==> config.mk <==
export PLATFORM = sky130hd
export DESIGN_NAME = awmc_prog_flat
export DESIGN_NICKNAME = d
export VERILOG_FILES = /design/src/rtl/awmc_pkg.sv /design/src/rtl/awmc_if.sv /design/src/rtl/awmc_stage_timer.sv /design/src/rtl/awmc_prog.sv /design/src/flat_wrapper.sv
export SDC_FILE = /design/constraint.sdc
export NUM_CORES = 1
export LEC_CHECK = 0
export CAP_MARGIN = 20
export CORE_ASPECT_RATIO = 1.2
export CORE_MARGIN = 10
export CORE_UTILIZATION = 35
export DETAILED_ROUTE_END_ITERATION = 8
export GPL_TIMING_DRIVEN = 0
export PLACE_DENSITY = 0.63
export SLEW_MARGIN = 20
export SYNTH_ARGS = -nofsm -noshare
export SYNTH_HDL_FRONTEND = slang
export SYNTH_SLANG_ARGS = --single-unit
==> constraint.sdc <==
create_clock -name clk -period 2.75 [get_ports clk]
set_input_delay 0.4125 -clock clk [delete_from_list [all_inputs] [get_ports clk]]
set_output_delay 0.4125 -clock clk [all_outputs]
set_load 0.005 [all_outputs]
==> src/rtl/awmc_pkg.sv <==
// Shared stage/mode encodings and helpers for the programmable washing-machine controller.
// The optional PREWASH stage is enabled with AWMC_PREWASH_EN. Its code is reserved here in every build.
package awmc_pkg;

    typedef enum logic [3:0] {
        ST_FILL    = 4'h0,
        ST_WASH    = 4'h1,
        ST_RINSE   = 4'h2,
        ST_SPIN    = 4'h3,
        ST_DONE    = 4'h4,
        ST_PREWASH = 4'h5,
        ST_PAUSE   = 4'h6,
        ST_FAULT   = 4'h7,
        ST_IDLE    = 4'hF
    } stage_e;

    localparam logic [1:0] MODE_QUICK  = 2'b00;
    localparam logic [1:0] MODE_NORMAL = 2'b01;
    localparam logic [1:0] MODE_HEAVY  = 2'b10;

    // Mode 2'b11 is folded onto normal.
    function automatic logic [2:0] rinse_target(input logic [1:0] mode, input logic [2:0] max_rinses);
        case (mode)
            MODE_QUICK:  return 3'd1;
            MODE_HEAVY:  return max_rinses;
            default:     return 3'd2;
        endcase
    endfunction

    // Stages with the drum turning; the lid must stay locked in these.
    function automatic logic is_active(input stage_e st);
        return (st == ST_PREWASH) || (st == ST_WASH) || (st == ST_RINSE) || (st == ST_SPIN);
    endfunction

endpackage

==> src/rtl/awmc_if.sv <==
// Panel/sensor-to-controller bundle. master = panel/sensor side, slave = controller.
interface awmc_if;
    logic       tick;
    logic       start;
    logic       pause;
    logic       abort;
    logic       lid_closed;
    logic       water_full;
    logic [1:0] mode;
    logic [3:0] stage;
    logic       input_valve;
    logic       output_drain;
    logic       motor;
    logic       lid_lock;
    logic       done;
    logic       fault;

    modport master (
        output tick, start, pause, abort, lid_closed, water_full, mode,
        input  stage, input_valve, output_drain, motor, lid_lock, done, fault
    );

    modport slave (
        input  tick, start, pause, abort, lid_closed, water_full, mode,
        output stage, input_valve, output_drain, motor, lid_lock, done, fault
    );
endinterface

==> src/rtl/awmc_stage_timer.sv <==
// Tick-qualified stage counter: clear, load-from-saved, saturating count, and terminal-count strobe.
module awmc_stage_timer #(
    parameter int CNT_W = 8
) (
    input  logic             clk,
    input  logic             reset_n,
    input  logic             i_clr,
    input  logic             i_load,
    input  logic [CNT_W-1:0] i_load_val,
    input  logic             i_en,
    input  logic [CNT_W-1:0] i_last,
    output logic [CNT_W-1:0] o_cnt,
    output logic [CNT_W-1:0] o_cnt_nxt,
    output logic             o_tc
);
    logic [CNT_W-1:0] r_cnt;

    assign o_cnt = r_cnt;
    assign o_tc  = i_en && (r_cnt == i_last);

    // Count stops at i_last; the stage logic decides what the terminal count means.
    always_comb begin
        o_cnt_nxt = r_cnt;
        if (i_clr)
            o_cnt_nxt = '0;
        else if (i_load)
            o_cnt_nxt = i_load_val;
        else if (i_en && (r_cnt != i_last))
            o_cnt_nxt = r_cnt + 1'b1;
    end

    always_ff @(posedge clk or negedge reset_n) begin
        if (!reset_n)
            r_cnt <= '0;
        else
            r_cnt <= o_cnt_nxt;
    end
endmodule

==> src/rtl/awmc_prog.sv <==
// Programmable washing-machine sequencer: FILL, [PREWASH], WASH, N x RINSE, SPIN, DONE with pause/resume and fill fault.
// Define AWMC_PREWASH_EN to build in the PREWASH stage; otherwise FILL goes straight to WASH.
//   state   | meaning
//   IDLE    | waiting for start with lid closed
//   FILL    | valve open until water_full, FILL_T ticks then FAULT
//   PREWASH | motor on for PREWASH_T ticks (optional)
//   WASH    | motor on for WASH_T ticks
//   RINSE   | per pass: drain first half, valve second half, motor throughout
//   SPIN    | motor and drain for SPIN_T ticks
//   DONE    | one clk, then IDLE with done held
//   PAUSE   | actuators off, stage/count/pass held until start
//   FAULT   | fill timeout; leaves only on abort or reset
module awmc_prog
    import awmc_pkg::*;
#(
    parameter int CNT_W      = 8,
    parameter int FILL_T     = 20,
    parameter int PREWASH_T  = 8,
    parameter int WASH_T     = 30,
    parameter int RINSE_T    = 10,
    parameter int SPIN_T     = 12,
    parameter int MAX_RINSES = 3
) (
    input  logic   clk,
    input  logic   reset_n,
    awmc_if.slave  bus
);
    localparam logic [CNT_W-1:0] L_FILL  = CNT_W'(FILL_T - 1);
    localparam logic [CNT_W-1:0] L_WASH  = CNT_W'(WASH_T - 1);
    localparam logic [CNT_W-1:0] L_RINSE = CNT_W'(RINSE_T - 1);
    localparam logic [CNT_W-1:0] L_SPIN  = CNT_W'(SPIN_T - 1);
    localparam logic [CNT_W-1:0] HALF    = CNT_W'(RINSE_T / 2);

    if ((RINSE_T % 2) != 0 || RINSE_T < 2 || MAX_RINSES < 1 || MAX_RINSES > 7 ||
        FILL_T < 1 || PREWASH_T < 1 || WASH_T < 1 || SPIN_T < 1 ||
        FILL_T >= (1 << CNT_W) || PREWASH_T >= (1 << CNT_W) || WASH_T >= (1 << CNT_W) ||
        RINSE_T >= (1 << CNT_W) || SPIN_T >= (1 << CNT_W)) begin : g_bad_params
        $error("awmc_prog: invalid timing/rinse parameters");
    end

    stage_e           r_stage, r_sav_stage, w_nxt, w_sav_nxt;
    logic [CNT_W-1:0] r_sav_cnt, w_cnt, w_cnt_nxt, w_last;
    logic [2:0]       r_pass, r_target, w_pass_nxt;
    logic             r_valve, r_drain, r_motor, r_lock, r_done, r_fault;
    logic             w_hold_req, w_run, w_en, w_tc, w_clr, w_load, w_accept, w_pause_entry;

    assign w_hold_req    = bus.pause || !bus.lid_closed;
    assign w_run         = (r_stage == ST_FILL) || is_active(r_stage);
    assign w_en          = bus.tick && w_run && !w_hold_req && !bus.abort;
    assign w_accept      = (r_stage == ST_IDLE) && (w_nxt == ST_FILL);
    assign w_pause_entry = (w_nxt == ST_PAUSE) && (r_stage != ST_PAUSE);
    // Pause entry/exit must not disturb the count; every other stage change or pass end restarts it.
    assign w_clr  = bus.abort || w_tc ||
                    ((w_nxt != r_stage) && (w_nxt != ST_PAUSE) && (r_stage != ST_PAUSE));
    assign w_load = (r_stage == ST_PAUSE) && (w_nxt != ST_PAUSE);

    always_comb begin
        w_last = '0;
        case (r_stage)
            ST_FILL:    w_last = L_FILL;
`ifdef AWMC_PREWASH_EN
            ST_PREWASH: w_last = CNT_W'(PREWASH_T - 1);
`endif
            ST_WASH:    w_last = L_WASH;
            ST_RINSE:   w_last = L_RINSE;
            ST_SPIN:    w_last = L_SPIN;
            default:    w_last = '0;
        endcase
    end

    awmc_stage_timer #(.CNT_W(CNT_W)) u_timer (
        .clk        (clk),
        .reset_n    (reset_n),
        .i_clr      (w_clr),
        .i_load     (w_load),
        .i_load_val (r_sav_cnt),
        .i_en       (w_en),
        .i_last     (w_last),
        .o_cnt      (w_cnt),
        .o_cnt_nxt  (w_cnt_nxt),
        .o_tc       (w_tc)
    );

    always_comb begin
        w_nxt      = r_stage;
        w_pass_nxt = r_pass;
        if (bus.abort) begin
            w_nxt      = ST_IDLE;
            w_pass_nxt = '0;
        end else begin
            case (r_stage)
                ST_IDLE: begin
                    if (bus.start && bus.lid_closed) begin
                        w_nxt      = ST_FILL;
                        w_pass_nxt = '0;
                    end
                end
                ST_DONE:  w_nxt = ST_IDLE;
                ST_PAUSE: if (bus.start && !w_hold_req) w_nxt = r_sav_stage;
                ST_FAULT: w_nxt = ST_FAULT;
                default: begin
                    if (!w_run)
                        w_nxt = ST_IDLE;
                    else if (w_hold_req)
                        w_nxt = ST_PAUSE;
                    else begin
                        case (r_stage)
                            ST_FILL: begin
                                if (bus.water_full)
`ifdef AWMC_PREWASH_EN
                                    w_nxt = ST_PREWASH;
`else
                                    w_nxt = ST_WASH;
`endif
                                else if (w_tc)
                                    w_nxt = ST_FAULT;
                            end
`ifdef AWMC_PREWASH_EN
                            ST_PREWASH: if (w_tc) w_nxt = ST_WASH;
`endif
                            ST_WASH: if (w_tc) w_nxt = ST_RINSE;
                            ST_RINSE: begin
                                if (w_tc) begin
                                    if (3'(r_pass + 3'd1) == r_target) begin
                                        w_nxt      = ST_SPIN;
                                        w_pass_nxt = '0;
                                    end else begin
                                        w_pass_nxt = 3'(r_pass + 3'd1);
                                    end
                                end
                            end
                            ST_SPIN: if (w_tc) w_nxt = ST_DONE;
                            default: w_nxt = r_stage;
                        endcase
                    end
                end
            endcase
        end
    end

    always_comb begin
        w_sav_nxt = r_sav_stage;
        if (bus.abort)
            w_sav_nxt = ST_IDLE;
        else if (w_pause_entry)
            w_sav_nxt = r_stage;
    end

    always_ff @(posedge clk or negedge reset_n) begin
        if (!reset_n) begin
            r_stage     <= ST_IDLE;
            r_sav_stage <= ST_IDLE;
            r_sav_cnt   <= '0;
            r_pass      <= '0;
            r_target    <= '0;
            r_valve     <= 1'b0;
            r_drain     <= 1'b0;
            r_motor     <= 1'b0;
            r_lock      <= 1'b0;
            r_done      <= 1'b0;
            r_fault     <= 1'b0;
        end else begin
            r_stage     <= w_nxt;
            r_sav_stage <= w_sav_nxt;
            r_pass      <= w_pass_nxt;
            if (bus.abort)
                r_sav_cnt <= '0;
            else if (w_pause_entry)
                r_sav_cnt <= w_cnt;
            if (w_accept)
                r_target <= rinse_target(bus.mode, 3'(MAX_RINSES));
            r_valve <= (w_nxt == ST_FILL) || ((w_nxt == ST_RINSE) && (w_cnt_nxt >= HALF));
            r_drain <= ((w_nxt == ST_RINSE) && (w_cnt_nxt < HALF)) || (w_nxt == ST_SPIN);
            r_motor <= is_active(w_nxt);
            r_lock  <= is_active(w_nxt) || ((w_nxt == ST_PAUSE) && is_active(w_sav_nxt));
            if (bus.abort || w_accept)
                r_done <= 1'b0;
            else if (w_nxt == ST_DONE)
                r_done <= 1'b1;
            r_fault <= (w_nxt == ST_FAULT);
        end
    end

    assign bus.stage        = r_stage;
    assign bus.input_valve  = r_valve;
    assign bus.output_drain = r_drain;
    assign bus.motor        = r_motor;
    assign bus.lid_lock     = r_lock;
    assign bus.done         = r_done;
    assign bus.fault        = r_fault;
endmodule

==> src/flat_wrapper.sv <==
// flat-port wrapper written by rule: the top's interface ports become plain ports
module awmc_prog_flat import awmc_pkg::*;
#(
    parameter int CNT_W      = 8,
    parameter int FILL_T     = 20,
    parameter int PREWASH_T  = 8,
    parameter int WASH_T     = 30,
    parameter int RINSE_T    = 10,
    parameter int SPIN_T     = 12,
    parameter int MAX_RINSES = 3
)
  (clk, reset_n, bus_tick, bus_start, bus_pause, bus_abort, bus_lid_closed, bus_water_full, bus_mode, bus_stage, bus_input_valve, bus_output_drain, bus_motor, bus_lid_lock, bus_done, bus_fault);
  awmc_if bus_i ();
  input  logic clk;
  input  logic reset_n;
  input wire logic [$bits(bus_i.tick)-1:0] bus_tick;
  input wire logic [$bits(bus_i.start)-1:0] bus_start;
  input wire logic [$bits(bus_i.pause)-1:0] bus_pause;
  input wire logic [$bits(bus_i.abort)-1:0] bus_abort;
  input wire logic [$bits(bus_i.lid_closed)-1:0] bus_lid_closed;
  input wire logic [$bits(bus_i.water_full)-1:0] bus_water_full;
  input wire logic [$bits(bus_i.mode)-1:0] bus_mode;
  output wire logic [$bits(bus_i.stage)-1:0] bus_stage;
  output wire logic [$bits(bus_i.input_valve)-1:0] bus_input_valve;
  output wire logic [$bits(bus_i.output_drain)-1:0] bus_output_drain;
  output wire logic [$bits(bus_i.motor)-1:0] bus_motor;
  output wire logic [$bits(bus_i.lid_lock)-1:0] bus_lid_lock;
  output wire logic [$bits(bus_i.done)-1:0] bus_done;
  output wire logic [$bits(bus_i.fault)-1:0] bus_fault;
  assign bus_i.tick = bus_tick;
  assign bus_i.start = bus_start;
  assign bus_i.pause = bus_pause;
  assign bus_i.abort = bus_abort;
  assign bus_i.lid_closed = bus_lid_closed;
  assign bus_i.water_full = bus_water_full;
  assign bus_i.mode = bus_mode;
  assign bus_stage = bus_i.stage;
  assign bus_input_valve = bus_i.input_valve;
  assign bus_output_drain = bus_i.output_drain;
  assign bus_motor = bus_i.motor;
  assign bus_lid_lock = bus_i.lid_lock;
  assign bus_done = bus_i.done;
  assign bus_fault = bus_i.fault;
  awmc_prog #(.CNT_W(CNT_W), .FILL_T(FILL_T), .PREWASH_T(PREWASH_T), .WASH_T(WASH_T), .RINSE_T(RINSE_T), .SPIN_T(SPIN_T), .MAX_RINSES(MAX_RINSES)) u_core (.clk(clk), .reset_n(reset_n), .bus(bus_i));
endmodule
==> reports/results.ini, run 1 <==
[cts]
tritoncts.num_buffers = 5
path_clk_slew_ps = 70
cts_max_level = 2
tritoncts = built
cts_max_path_buffers = 2
cts_root_buffer = sky130_fd_sc_hd__clkbuf_8
tritoncts_num_sinks = 35
clock_insertion_delay_worst_skew_ps = 290

[final_layout]
layout.cells.most_common_list = sky130_fd_sc_hd__dfrtp_1 (27), sky130_fd_sc_hd__nand2_1 (23), sky130_fd_sc_hd__buf_4 (22), sky130_fd_sc_hd__nor2_1 (20), sky130_fd_sc_hd__clkdlybuf4s50_1 (18)
finalNonFillerCells = 432
final_nets = 356
final.fill_count = 635
drive_gt1_frac = 0.3449
leading_cell_type_in_the_layout_fill_and_taps_excluded = sky130_fd_sc_hd__dfrtp_1
synthToLayoutAreaGrowth_pct = 39.49
diodes = 0

[power]
power_leakage_nw = 1.402
power.share.switching = 0.4374
seq_power_share = 0.242
power_mw = 2.933
share_clk_of_total_power = 0.145
netSwitchingPower_mw = 1.283
internal_power_mw = 1.650
power_frac_comb = 0.613
worst_ir_drop_vdd_v = 0.0003562
cellPowerDensity_mw_per_mm2 = 847.6

[yosys]
synth-edff-count = 0
synth_ff_type = sky130_fd_sc_hd__dfrtp_1
dominant_combinational_cell_family_by_area_after_synthesis = compound AO/OA/AOI/OAI gates
syn_avg_cell_area_um2 = 8.645
synthCells = 287
synthesis.nets = 299
synth.cell_area_mm2 = 0.002481
yosys_register_bits = 35
synth_async_sr_flop_share = 1.000
compound_gate_fraction_of_synth_area = 0.2713
synth.mux.area_fraction = 0.008573
post_synth_num_cell_types = 70
synth_seq_area_share = 0.3570
basic_gate_share_of_the_synthesized_area_counting_and_or_nand_and_nor_cells = 0.2501
post_synth_fa_ha_maj_area_fraction = 0.01009
yosys_warnings = 0
synth_xor_xnor_area_share = 0.04942

[critical_path]
cp-end-kind = register
slowest_stage_cell_on_the_critical_path = sky130_fd_sc_hd__dfstp_2
path_cells = nor2b_2, or4_4, a221oi_4, nand4_1, a31oi_4, buf_6, o31ai_4, a32oi_4, a41oi_2, a21o_1
worst-endpoint-required_ps = 2940
critPathArrivalTime_ps = 3150
worst_setup_path_start_kind = register
cp-endpoint = u_core.bus.input_valve
reg2reg_slack_ps = -210
critPathKind = reg -> reg
launching_element_of_the_worst_setup_path = u_core.bus.stage[0]
timing.critical_path.depth = 10
crit-reg2reg-launch = u_core.bus.stage[0]
worst-r2r-cell-count = 10
crit_family = compound AO/OA/AOI/OAI gates
critical-path-max-stage-delay_ps = 570
crit_buf_inv = 1
worst_path_fanout_max = 5
regToRegEndpoint = u_core.bus.input_valve

[timing]
finalClockSkew_ps = 3.023
timing_hold_violations_final = 0
timing.final.setup_violations = 19
final.min_clock_period_ps = 2961
grt_setup_unrepaired = true
setup_ws_ps = -211.2
maxClockFrequency_mhz = 337.7
worst_slew_pin_slew_ps = 547.3
report.final.slew_viol_count = 0
timing.final.crit_share = 1.077
worst_slew_margin_rel = 0.6351

[run]
cap_violations = 0

[grt]
grt_first_pass_wirelength_um = 12720
antenna_found_initial = 0
grt_start_max_net_pins = 31
via_count_of_the_first_global_routing_pass = 2580
gr-usage-all-layers = 0.1366
globalRoute.totalOverflow = 0

[detailed_routing]
detail_route.vias_per_cell = 5.690
dr_total_vias = 2458
drt_pre_antenna_iters = 4
drt_iter0_drc = 202
drc = 0
routed_wirelength_um = 7436
antenna_left = 0
route.detailed.wl_per_inst_um = 17.21

[placement]
numPlacedInstances = 394
port-buffer-count = 19
detailed_place_hpwl_um = 4976
gp_congestion = 0.8794

[outcome]
status = finished with violations
violations = setup timing

[worst_hold_path]
hold_depth = 2
hold_class = reg -> reg

[floorplanning]
floorplan.core_area_mm2 = 0.006854
design.die.area_mm2 = 0.01087
num_io_pins = 20
rows = 33
die_w_um = 96.86
fp.dieH_um = 112.2
initial_core_util = 0.3620

## tightest hold or removal path, cell delays in order, from the launching register on
cell                      delay (ps)
sky130_fd_sc_hd__dfstp_2         380
sky130_fd_sc_hd__nand2_1          50
sky130_fd_sc_hd__nand2_1          50
## what timing repair did
item / in CTS / in global routing
cloned: 1 / 0
endpoints found under the hold margin: 5 / 0
setup endpoints to repair: 26 / 24
setup buffers: 27 / 4
hold buffers: 1 / 0
pin swaps: 19 / 10
resized for setup: 64 / 22
## final cells by class
type                    instances  area (µm²)  area share
clock buffers                   7       96.34     0.02784
repair buffers                 53       500.5      0.1446
multi-input cells             222        1712      0.4946
clock inverters                 1       7.507    0.002169
inverters                      10       37.54     0.01085
flip-flops and latches         35       885.9      0.2560
well taps                      87       108.9     0.03145
plain buffers                  17       112.6     0.03254
## cells by family (layout without fill, tap and decap cells)
kind of cell,count (synthesis),in the layout
and+or+nand+nor,118,118
DFF,35,35
buffers and inverters,30,88
muxes,2,2
AOI/OAI and AO/OA,86,86
adders and majority gates,2,2
xor gates and xnor gates,14,14
## routing by layer
layer | up-vias | GRT usage | wire length [µm]
met5 | - | 0 | 0
met4 | 0 | 0.06798 | 274
met3 | 25 | 0.02699 | 344
met2 | 70 | 0.2304 | 3782
met1 | 1190 | 0.1612 | 3035
li1 | 1173 | - | -
## power by group through the flow
| stage | clock, mW | sequential (mW) | combinational (mW) |
|---|---|---|---|
| 6_report | 0.426 | 0.709 | 1.80 |
| 5_1_grt | 0.453 | 0.724 | 1.95 |
| 4_1_cts | 0.435 | 0.702 | 1.69 |
| 3_5_place_dp | 0 | 0.686 | 1.33 |
| 3_3_place_gp | 0 | 0.684 | 1.32 |
| 2_1_floorplan | 0 | 0.679 | 0.975 |
## flip-flops by register name (all words and copies together), names as in the netlist
signal,count
u_core.r_pass,3
u_core.bus.output_drain,1
u_core.r_sav_stage,4
u_core.bus.stage,4
u_core.r_target,2
u_core.bus.done,1
u_core.bus.fault,1
u_core.bus.input_valve,1
u_core.bus.motor,1
u_core.u_timer.o_cnt,8
u_core.r_sav_cnt,8
u_core.bus.lid_lock,1
## Yosys cell counts (all sizes together) (2+ instances only)
cell type	count	area [µm²]
nand2	31	123.9
dfrtp	27	675.7
nor2	26	100.1
o21ai	24	123.9
a21oi	16	80.08
clkbuf	16	60.06
nand3	13	65.06
xnor2	11	96.34
inv	10	37.54
nor3	9	50.05
a211oi	8	60.06
dfstp	8	210.2
a31oi	6	52.55
o31ai	6	50.05
and3	5	31.28
nand4	5	31.28
nor2b	5	31.28
buf	4	35.03
nand2b	4	25.02
or2	4	27.53
nor4	3	25.02
o211a	3	30.03
or4	3	26.27
xor2	3	26.28
a2111oi	2	42.54
a21o	2	16.27
a221oi	2	41.29
and2	2	12.51
ha	2	25.02
o2111a	2	22.52
o41ai	2	17.52
## worst min-delay path by stage
stage / from / to / slack [ps]
after floorplan: reset_n / u_core.bus.done / 120
after global placement: u_core.r_sav_stage[3] / u_core.r_sav_stage[3] / 470
after detailed placement: reset_n / u_core.u_timer.o_cnt[6] / 260
after CTS: reset_n / u_core.u_timer.o_cnt[6] / 480
after global routing: u_core.r_sav_stage[3] / u_core.r_sav_stage[3] / 500
final: u_core.r_sav_stage[3] / u_core.r_sav_stage[3] / 480
## stage by stage
| step | util | cell area, µm² | setup slack, ps | setup TNS, ps | hold slack, ps |
|---|---|---|---|---|---|
| after floorplan | - | 2515 | -160.8 | -1439 | 116.9 |
| after global placement | 0.4106 | 2814 | -697.5 | -10280 | 471.0 |
| after detailed placement | 0.4127 | 2829 | -743.7 | -10690 | 259.0 |
| after CTS | 0.4898 | 3357 | -192.4 | -1988 | 479.7 |
| after global routing | 0.5049 | 3461 | -337.7 | -5685 | 499.0 |
| final | 0.5049 | 3461 | -211.2 | -3306 | 480.5 |
Note: power is estimated with default switching activity, not from simulation.
==> run 2: changes to the inputs <==
PLACE_DENSITY = default   (was 0.63)
PLACE_DENSITY_LB_ADDON = 0.15   (was default)
SKIP_LAST_GASP = 1   (was default)
==> run 2 against run 1 <==
  * The flow still finishes with violations (setup timing)
  * Core utilization shrank 0.64 points
  * Flip-flop and latch count is the same
  * Combinational power shrank 5%
  * Clock power grew 35%
  * Final cell count shrank 0.69%
  * Largest cell class unchanged
  * Largest power group unchanged
  * Highest routed layer unchanged
==> reports/results.ini, run 2 (same netlist as run 1, synthesis figures left out) <==
[outcome]
status = finished with violations
violations = setup timing

[final_layout]
leading_cell_type_in_the_layout_fill_and_taps_excluded = sky130_fd_sc_hd__dfrtp_1
final_nets = 353  ; -0.84%
layout.cells.most_common_list = sky130_fd_sc_hd__dfrtp_1 (27), sky130_fd_sc_hd__buf_4 (26), sky130_fd_sc_hd__nand2_1 (23), sky130_fd_sc_hd__nor2_1 (20), sky130_fd_sc_hd__clkdlybuf4s50_1 (18)
fin_util = 0.4985  ; -0.006389
drive_gt1_frac = 0.3392  ; -0.005746
diodes = 0  ; unchanged
seq_area_um2 = 885.9  ; unchanged
synthToLayoutAreaGrowth_pct = 37.72
finalNonFillerCells = 429  ; -0.69%
final.fill_count = 687  ; +8.2%
multi_input_comb_area_mm2 = 0.001687  ; -1.5%

[detailed_routing]
drt_pre_antenna_iters = 4  ; unchanged
drt_iter0_drc = 177  ; -12%
route.detailed.wl_per_inst_um = 17.25  ; +0.24%
drc = 0  ; unchanged
routed_wirelength_um = 7402  ; -0.46%
dr_total_vias = 2408  ; -2.0%
detail_route.vias_per_cell = 5.613  ; -1.3%
antenna_left = 0  ; unchanged

[critical_path]
worst_path_fanout_max = 7  ; +2
crit-reg2reg-launch = u_core.bus.stage[1]
critPathKind = reg -> reg
launching_element_of_the_worst_setup_path = u_core.bus.stage[1]
cp-end-kind = register
worst-endpoint-required_ps = 2950  ; about the same
worst_setup_path_start_kind = register
critPathArrivalTime_ps = 3150  ; about the same

[floorplanning]
fp.dieH_um = 112.2  ; unchanged
rows = 33  ; unchanged
floorplan.core_area_mm2 = 0.006854  ; unchanged
die_w_um = 96.86  ; unchanged
design.die.area_mm2 = 0.01087  ; unchanged
num_io_pins = 20  ; unchanged
initial_core_util = 0.3620  ; unchanged

[placement]
detailed_place_hpwl_um = 5066  ; +1.8%
gp_congestion = 0.8159  ; -7.2%
port-buffer-count = 19  ; unchanged
numPlacedInstances = 394  ; unchanged

[cts]
tritoncts_num_sinks = 35  ; unchanged
cts_root_buffer = sky130_fd_sc_hd__clkbuf_8
cts_max_level = 2  ; unchanged
path_clk_slew_ps = 80  ; about the same
clock_insertion_delay_worst_skew_ps = 290  ; about the same
tritoncts.num_buffers = 5  ; unchanged
tritoncts = built
cts_max_path_buffers = 2  ; unchanged

[grt]
via_count_of_the_first_global_routing_pass = 2394  ; -7.2%
globalRoute.totalOverflow = 0  ; unchanged
grt_start_max_net_pins = 29  ; -6.5%
grt_first_pass_wirelength_um = 12260  ; -3.6%
gr-usage-all-layers = 0.1321  ; -0.004472
antenna_found_initial = 0  ; unchanged

[timing]
timing.final.setup_violations = 19  ; unchanged
grt_setup_unrepaired = true
hold_slack_ps = 489.7  ; +9.219 ps
worst_slew_margin_rel = 0.6475  ; +0.01234
timing.final.crit_share = 1.072  ; -0.004990
final.min_clock_period_ps = 2947  ; -13.72 ps
timing_hold_violations_final = 0  ; unchanged
worst_slew_pin_slew_ps = 528.8  ; -18.50 ps
setup_ws_ps = -197.5  ; +13.72 ps
finalClockSkew_ps = 9.637  ; +6.614 ps
maxClockFrequency_mhz = 339.3  ; +0.47%
report.final.slew_viol_count = 0  ; unchanged

[power]
power_leakage_nw = 1.377  ; -1.8%
power_mw = 3.003  ; +2.4%
cellPowerDensity_mw_per_mm2 = 878.9  ; +3.7%
worst_ir_drop_vdd_v = 0.0003979  ; +12%

[worst_hold_path]
worst_hold_startpoint = u_core.r_sav_stage[3]
hold_class = reg -> reg

[run]
cap_violations = 0  ; unchanged

[run 2: worst paths after layout]
kind	end	slack (ps)	cells past startpoint
max in group asynchronous	u_core.bus.stage[3]	1760	3
hold / removal	u_core.r_sav_stage[3]	490	2
hold reg to reg	u_core.r_sav_stage[3]	490	2
min in group asynchronous	u_core.u_timer.o_cnt[5]	500	2
setup reg to reg	u_core.u_timer.o_cnt[4]	-200	10
setup / recovery	u_core.u_timer.o_cnt[4]	-200	10
[run 2: area by class of cell]
| type | instances | share of cell area |
|---|---|---|
| Buffer | 17 | 0.03222 |
| Clock buffer | 5 | 0.02014 |
| Clock inverter | 3 | 0.01977 |
| Inverter | 10 | 0.01098 |
| Multi-Input combinational cell | 222 | 0.4936 |
| Sequential cell | 35 | 0.2592 |
| Tap cell | 87 | 0.03186 |
| Timing Repair Buffer | 50 | 0.1322 |
[run 2: through the flow]
stage                     area [µm²]  setup TNS, ps  setup WS (ps)
final                           3417          -2085         -197.5
after global routing            3417          -4760         -332.7
after CTS                       3328          -2251         -192.8
after detailed placement        2829         -11630         -732.6
after global placement          2814         -11370         -759.0
after floorplan                 2515          -1439         -160.8
[run 2: timing repair]
item                                    CTS  global route
endpoints found under the setup margin   26            24
gates resized for setup                  51            23
gates cloned                              1             0
pin swaps                                20             7
hold buffers                              1             0
setup buffers                            25             4
endpoints found under the hold margin     7             0
[run 2: critical path, cell delays in order (launching register included)]
cell                       delay, ps
sky130_fd_sc_hd__dfstp_2         620
sky130_fd_sc_hd__nor2b_4          70
sky130_fd_sc_hd__or4_4           510
sky130_fd_sc_hd__a221oi_4        350
sky130_fd_sc_hd__o2111a_2        310
sky130_fd_sc_hd__o21ai_4          90
sky130_fd_sc_hd__or3_4           430
sky130_fd_sc_hd__nand2_8         100
sky130_fd_sc_hd__buf_8           130
sky130_fd_sc_hd__nor2_2           40
sky130_fd_sc_hd__a211oi_2        190
[run 2: report_power, final]
group	switching, mW	leakage, nW	internal, mW
Combinational	0.958	0.856	0.757
Sequential	0.0943	0.456	0.621
Clock	0.212	0.0644	0.362
[run 2: routing by layer]
| layer | GRT usage | part of all wire | up-vias | wire length, µm |
|---|---|---|---|---|
| met5 | 0 | 0 | - | 0 |
| met4 | 0.03842 | 0.014 | 0 | 104 |
| met3 | 0.02945 | 0.039 | 11 | 291 |
| met2 | 0.2170 | 0.49 | 51 | 3641 |
| met1 | 0.1686 | 0.45 | 1182 | 3364 |
| li1 | - | - | 1164 | - |
